[src/rtl/result_align_checker_pkg.sv]
// Shared widths, payload struct and checker state encoding for the result
// alignment checker and its FIFOs.
package def;
    localparam int OP_W  = 8;
    localparam int RES_W = 32;

    typedef struct packed {
        logic [OP_W-1:0]  op;
        logic [RES_W-1:0] res;
    } res_t;

    typedef enum logic [1:0] {IDLE, WAIT, CMP, ERR} chk_state_e;
endpackage

[src/rtl/result_align_checker_fifo.sv]
// Synchronous FIFO with extra-MSB pointers; head is read from the entry
// addressed by the registered read pointer.
module result_fifo #(
    parameter int  DEPTH = 8,
    parameter type T     = def::res_t
) (
    input  logic clk,
    input  logic rst_n,
    input  logic flush,
    input  logic push,
    input  logic pop,
    input  T     din,
    output T     head,
    output logic full,
    output logic empty,
    output logic empty_next
);
    localparam int AW = $clog2(DEPTH);
    localparam int PW = AW + 1;

    T               mem_q [DEPTH];
    logic [PW-1:0]  wr_ptr_q, wr_ptr_d;
    logic [PW-1:0]  rd_ptr_q, rd_ptr_d;
    logic           do_push, do_pop;

    assign empty = (wr_ptr_q == rd_ptr_q);
    assign full  = (wr_ptr_q[PW-1] != rd_ptr_q[PW-1]) &&
                   (wr_ptr_q[AW-1:0] == rd_ptr_q[AW-1:0]);
    assign head  = mem_q[rd_ptr_q[AW-1:0]];

    // A full FIFO still accepts a push when the head leaves on the same edge.
    assign do_pop  = pop && !empty;
    assign do_push = push && (!full || do_pop);

    always_comb begin
        wr_ptr_d = wr_ptr_q;
        rd_ptr_d = rd_ptr_q;
        if (flush) begin
            wr_ptr_d = '0;
            rd_ptr_d = '0;
        end else begin
            if (do_push) wr_ptr_d = wr_ptr_q + 1'b1;
            if (do_pop)  rd_ptr_d = rd_ptr_q + 1'b1;
        end
    end

    assign empty_next = (wr_ptr_d == rd_ptr_d);

    always_ff @(posedge clk or negedge rst_n) begin
        if (!rst_n) begin
            wr_ptr_q <= '0;
            rd_ptr_q <= '0;
        end else begin
            wr_ptr_q <= wr_ptr_d;
            rd_ptr_q <= rd_ptr_d;
        end
    end

    always_ff @(posedge clk) begin
        if (do_push && !flush) mem_q[wr_ptr_q[AW-1:0]] <= din;
    end
endmodule

[config.mk]
export PLATFORM = sky130hd
export DESIGN_NAME = result_fifo
export DESIGN_NICKNAME = d
export VERILOG_FILES = /design/src/rtl/result_align_checker_pkg.sv /design/src/rtl/result_align_checker_fifo.sv
export SDC_FILE = /design/constraint.sdc
export NUM_CORES = 1
export LEC_CHECK = 0
export CORE_MARGIN = 3
export CORE_UTILIZATION = 30
export DETAILED_ROUTE_END_ITERATION = 10
export MAX_ROUTING_LAYER = met4
export PLACE_DENSITY_LB_ADDON = 0.25
export SLEW_MARGIN = 20
export SYNTH_ARGS = -nofsm -noshare
export SYNTH_HDL_FRONTEND = slang
export SYNTH_SLANG_ARGS = --single-unit
export TNS_END_PERCENT = 10
[constraint.sdc]
create_clock -name clk -period 5.25 [get_ports clk]
set_input_delay 0.7875 -clock clk [delete_from_list [all_inputs] [get_ports clk]]
set_output_delay 0.7875 -clock clk [all_outputs]
set_load 0.02 [all_outputs]
==> results of run 1 <==
## cells in the final DEF (no fill, tap or decap), types with 3 or more instances in the layout
cell type / n
buf_4: 17
bufinv_16: 6
clkbuf_16: 35
clkdlybuf4s50_1: 87
clkinv_1: 9
clkinv_2: 7
dfrtp_1: 5
diode_2: 3
edfxtp_1: 320
mux2_2: 40
mux4_2: 80
nand2_1: 4
nand3_1: 4
nor2_1: 12
nor2_4: 6
o21ai_0: 3
or3_1: 3
xnor2_2: 4
xor2_1: 6
## where the power goes
part	total (mW)	switching, mW	internal [mW]
sequential	2.99	0.0760	2.92
clock	2.44	0.931	1.51
combinational	0.900	0.400	0.499
## cells in the mapped netlist (3+ instances only)
master | count | area, sq um
dfrtp_1 | 8 | 200
xnor2_2 | 4 | 65.1
mux2_2 | 40 | 450
clkbuf_1 | 15 | 56.3
or3_1 | 3 | 18.8
buf_2 | 12 | 60.1
nor2_1 | 18 | 67.6
xor2_1 | 6 | 52.6
edfxtp_1 | 320 | 9610
mux4_2 | 80 | 1800
nand2_1 | 4 | 15.0
o21ai_0 | 3 | 15.0
nand3_1 | 4 | 20.0
## flip-flops by register name, indices dropped and copies added (netlist names)
register  count
wr_ptr_q      4
mem_q       320
rd_ptr_q      4
## layer usage
layer	up-vias	wire length, um
met1	3122	12200
met3	38	1190
met5	-	0
met4	0	376
li1	2568	-
met2	129	13400
## worst paths after layout
kind	start	end	slack [ns]
worst min-delay path	rst_n	wr_ptr_q[3]$_DFF_PN0_	0.58
worst min register to register	rd_ptr_q[3]$_DFF_PN0_	rd_ptr_q[3]$_DFF_PN0_	0.66
max in group asynchronous	rst_n	rd_ptr_q[0]$_DFF_PN0_	4.36
worst max register to register	rd_ptr_q[1]$_DFF_PN0_	mem_q[3][4]$_DFFE_PP_	1.84
worst max-delay path	push	empty_next	1.12
min in group clk	rd_ptr_q[3]$_DFF_PN0_	rd_ptr_q[3]$_DFF_PN0_	0.66
## cell families (layout without fill, tap and decap cells)
group / after synthesis / count (layout) / share of synthesized area
fa+ha+maj: 2 / 2 / 0.00196
mux: 122 / 122 / 0.178
xor+xnor: 14 / 14 / 0.0136
other cells: 0 / 3 / 0
compound gates: 18 / 18 / 0.0106
flops: 328 / 328 / 0.769
buf+inv: 30 / 167 / 0.0106
simple gates: 41 / 41 / 0.0162
## cell type report
type,instances,share of cell area
clock buffer,37,0.0568
inverter,1,0.000241
multi-input combinational,197,0.185
clock inverter,23,0.0166
antenna,3,0.000483
tap,532,0.0428
sequential,328,0.632
timing repair buffer,106,0.0668
## worst max-delay path, stage by stage
cell	delay, ns
clkdlybuf4s50_1	0.68
nand4_1	0.21
a311oi_1	0.35
o21ai_0	0.13
a311oi_1	0.36
a41o_1	0.22
clkdlybuf4s50_1	0.60
==> results.ini, run 1 <==
[drt]
drc_errors = 0
vias = 5857
first_pass_iters = 5
avgViaCountPerCell = 4.77
ant_nets = 0
routed_wirelength_mm = 27.2
wl_per_cell_um = 22.1
drt_iter0_markers = 421

[clocking]
cts.sinks = 328
clk_latency_ns = 0.50
cts_resized = 0
root_buffer = clkbuf_16
cts_tree = yes
cts_setup_buffers = 0
clockBufferDepth = 3
cts_buffers = 34
cts-hold-fix-buffers = 0
htreeDepth = 2
clkTransAtPathRegs_ns = 0.06

[final_layout]
syn_to_final_growth_pct = 21.8
multi_input_area_sq_um = 2870
fin_cells = 1227
finalInstanceArea_sq_um = 15500
regArea_sq_um = 9820
post-route-util = 0.376
fill_cells = 3651
drive_gt1_frac = 0.301
fin_nets = 715

[placement]
placed_area_sq_um = 14400
place_ws_ns = 1.20
gp_congestion = 0.780
io_buffers = 87
dp_hpwl_mm = 15.4
dp_cells = 1164

[floorplan]
io_pins = 88
die_w_um = 212
core_sq_um = 41400
die_y_um = 212
rows = 74
start_util = 0.308
fp.dieArea_sq_um = 45000

[global_routing]
grt_overflow = 0
busiest_layer = met2
grt_pass1_vias = 6304
grt_max_degree = 50
grtUsageMet1 = 0.164
grt_usage = 0.125
use_met3 = 0.0279
antenna_found_initial = 3
grt_use_met2 = 0.203
grt_first_pass_wirelength_mm = 40.5

[yosys]
syn_avg_cell_area_sq_um = 23.0
synth_edf_count = 320
synth_async_sr_flop_share = 0.0244
ys_types = 42
syn_nets = 602
yosysSeqAreaShare = 0.769
syn_area_sq_um = 12800
synthFlopType = edfxtp_1
synthCells = 555
ys_warn_count = 0
ys_seq_elements = 328

[sta]
fin_skew_ns = 0.0239
whs_ns = 0.583
tightest_slew_ns = 0.864
slew_headroom = 0.423
period_needed_ns = 4.13
setup_viol = 0
drv_slew = 0
max_freq_ghz = 0.242
finalCritPeriodShare = 0.787
rsz0062_at_grt = no
fin_setup_tns_ns = 0
hold_viol = 0
fin_ws_ns = 1.12

[power_and_ir_drop]
irDropWorstVdd_uv = 166
leakage_nw = 4.77
power_density_nw_per_um2 = 407
power_mw = 6.33

[worst_setup_path]
start_kind = input port
required_ns = 4.46
rr_worst_depth = 6
path_class = in -> out
arrival_ns = 3.34
end_kind = primary output
cp_max_fo = 9

[hold_path]
min_path_type = in -> async

[flow_run]
maxCapViolations = 0

[run_status]
status = finished clean

Power figures use the tool's default switching activity.
==> run 2: changes to the inputs <==
==> constraint.sdc (replaced) <==
create_clock -name clk -period 3.65 [get_ports clk]
set_input_delay 0.5475 -clock clk [delete_from_list [all_inputs] [get_ports clk]]
set_output_delay 0.5475 -clock clk [all_outputs]
set_load 0.02 [all_outputs]
==> run 2 against run 1 <==
Net effect: count of clock-buffer cells in the layout is 7 higher; sequential share of layout area fell by 1.2 points; clock power is 47% higher; flip-flop and latch count stayed put; largest power group unchanged; highest routed layer unchanged.
==> results.ini, run 2 (synthesis gave the netlist of run 1 again) <==
[sta]
fin_ws_ns = 0.198
tightest_slew_ns = 0.551
hold_viol = 0
slew_headroom = 0.628
drv_slew = 0
period_needed_ns = 3.45
setup_viol = 0
finalCritPeriodShare = 0.946
fin_setup_tns_ns = 0
rsz0062_at_grt = no
whs_ns = 0.326
max_freq_ghz = 0.290
fin_skew_ns = 0.0225

[power_and_ir_drop]
power_density_nw_per_um2 = 587
irDropWorstVdd_uv = 338
pwr-share-clk = 0.386
switching_share = 0.225
p_switching_mw = 2.09
pwr-share-seq = 0.455
leakage_nw = 4.86
internal-power_mw = 7.20
combinationalPowerShare = 0.158

[clocking]
cts.sinks = 328
cts_buffers = 36
clockBufferDepth = 3
clk_latency_ns = 0.53
clkTransAtPathRegs_ns = 0.06
htreeDepth = 2
root_buffer = clkbuf_16
cts_tree = yes

[drt]
ant_nets = 0
wl_per_cell_um = 22.1
drc_errors = 0
avgViaCountPerCell = 4.70
drt_iter0_markers = 607
routed_wirelength_mm = 27.3
first_pass_iters = 6
vias = 5818

[global_routing]
grt_max_degree = 63
grt_overflow = 0
grt_first_pass_wirelength_mm = 40.8
grt_usage = 0.127
grt_pass1_vias = 6403
antenna_found_initial = 2

[final_layout]
drive_gt1_frac = 0.310
final_common_cell = edfxtp_1
fin_nets = 723
syn_to_final_growth_pct = 24.1
mostFrequentLayoutCells = edfxtp_1 (320), clkdlybuf4s50_1 (86), mux4_2 (80)
largest_register_ffs = 320
finalInstanceArea_sq_um = 15800

[placement]
gp_congestion = 0.778
io_buffers = 87
place_ws_ns = 0.202
placed_area_sq_um = 14600
dp_hpwl_mm = 15.3

[floorplan]
die_w_um = 212
rows = 74
core_sq_um = 41400
start_util = 0.308
die_y_um = 212
fp.dieArea_sq_um = 45000
io_pins = 88

[worst_setup_path]
rrSetupSlack_ns = 0.85
crit_chain = buf_12 -> buf_4 -> mux4_2 -> mux2_2 -> clkdlybuf4s50_1
crit_family = buffers and inverters
path_class = reg -> out
cp_max_fo = 25
path_buf_inv = 3
end_kind = primary output
start_kind = register
arrival_ns = 2.90
cpPeakStageDelay_ns = 0.55
required_ns = 3.10
slowest_stage = clkdlybuf4s50_1

[run_status]
status = finished clean

[hold_path]
min_path_type = in -> async

[flow_run]
maxCapViolations = 0

## run 2: through the flow
stage                     total power [mW]  utilization  instances
after floorplan                       5.20            -        555
after global routing                  9.68        0.382       1237
final                                 9.29        0.383       1239
after global placement                5.76        0.352       1167
after detailed placement              5.79        0.352       1167
after CTS                             9.41        0.381       1233
## run 2: timing repair
action,CTS,global route
resized for setup,0,6
buffers inserted,1,2
endpoints found under the setup margin,1,12
hold buffers,0,0
pin swaps,1,1
## run 2: worst paths after layout
path                       cells past startpoint                  start                endpoint
min                                            1                  rst_n   rd_ptr_q[3]$_DFF_PN0_
min reg2reg                                    2  wr_ptr_q[3]$_DFF_PN0_   wr_ptr_q[3]$_DFF_PN0_
max in group asynchronous                      1                  rst_n   rd_ptr_q[1]$_DFF_PN0_
max                                            5  rd_ptr_q[0]$_DFF_PN0_                head[21]
max reg2reg                                    6  wr_ptr_q[1]$_DFF_PN0_  mem_q[4][39]$_DFFE_PP_
min in group clk                               2  wr_ptr_q[3]$_DFF_PN0_   wr_ptr_q[3]$_DFF_PN0_
## run 2: final cells by class
cell class / count / area, sq um
clock inverter: 21 / 235
multi-input combinational: 197 / 2890
inverter: 1 / 3.75
sequential: 328 / 9820
antenna: 4 / 10.0
timing repair buffer: 112 / 1260
clock buffer: 44 / 952
fill: 3649 / 25600
tap: 532 / 666
## run 2: power by group through the flow
stage / sequential [mW] / clock, mW / combinational (mW)
after floorplan: 4.29 / 0 / 0.915
after global placement: 4.32 / 0 / 1.44
after detailed placement: 4.32 / 0 / 1.46
after CTS: 4.24 / 3.70 / 1.47
after global routing: 4.24 / 3.87 / 1.57
final: 4.23 / 3.59 / 1.47
## run 2: metal layers
layer,share of wire,vias to the layer above,global-route usage
met5,0,-,-
met4,0.023,0,0.0372
met3,0.051,46,0.0246
met2,0.51,133,0.212
met1,0.42,3046,0.158
li1,-,2593,-
==> run 3: changes to the inputs <==
--- a/config.mk
+++ b/config.mk
@@ -10,7 +10,6 @@
 export DETAILED_ROUTE_END_ITERATION = 10
 export MAX_ROUTING_LAYER = met4
 export PLACE_DENSITY_LB_ADDON = 0.25
-export SLEW_MARGIN = 20
 export SYNTH_ARGS = -nofsm -noshare
 export SYNTH_HDL_FRONTEND = slang
 export SYNTH_SLANG_ARGS = --single-unit
==> results of run 3 <==
Final layout, timing and power as in run 2 (identical DEF).
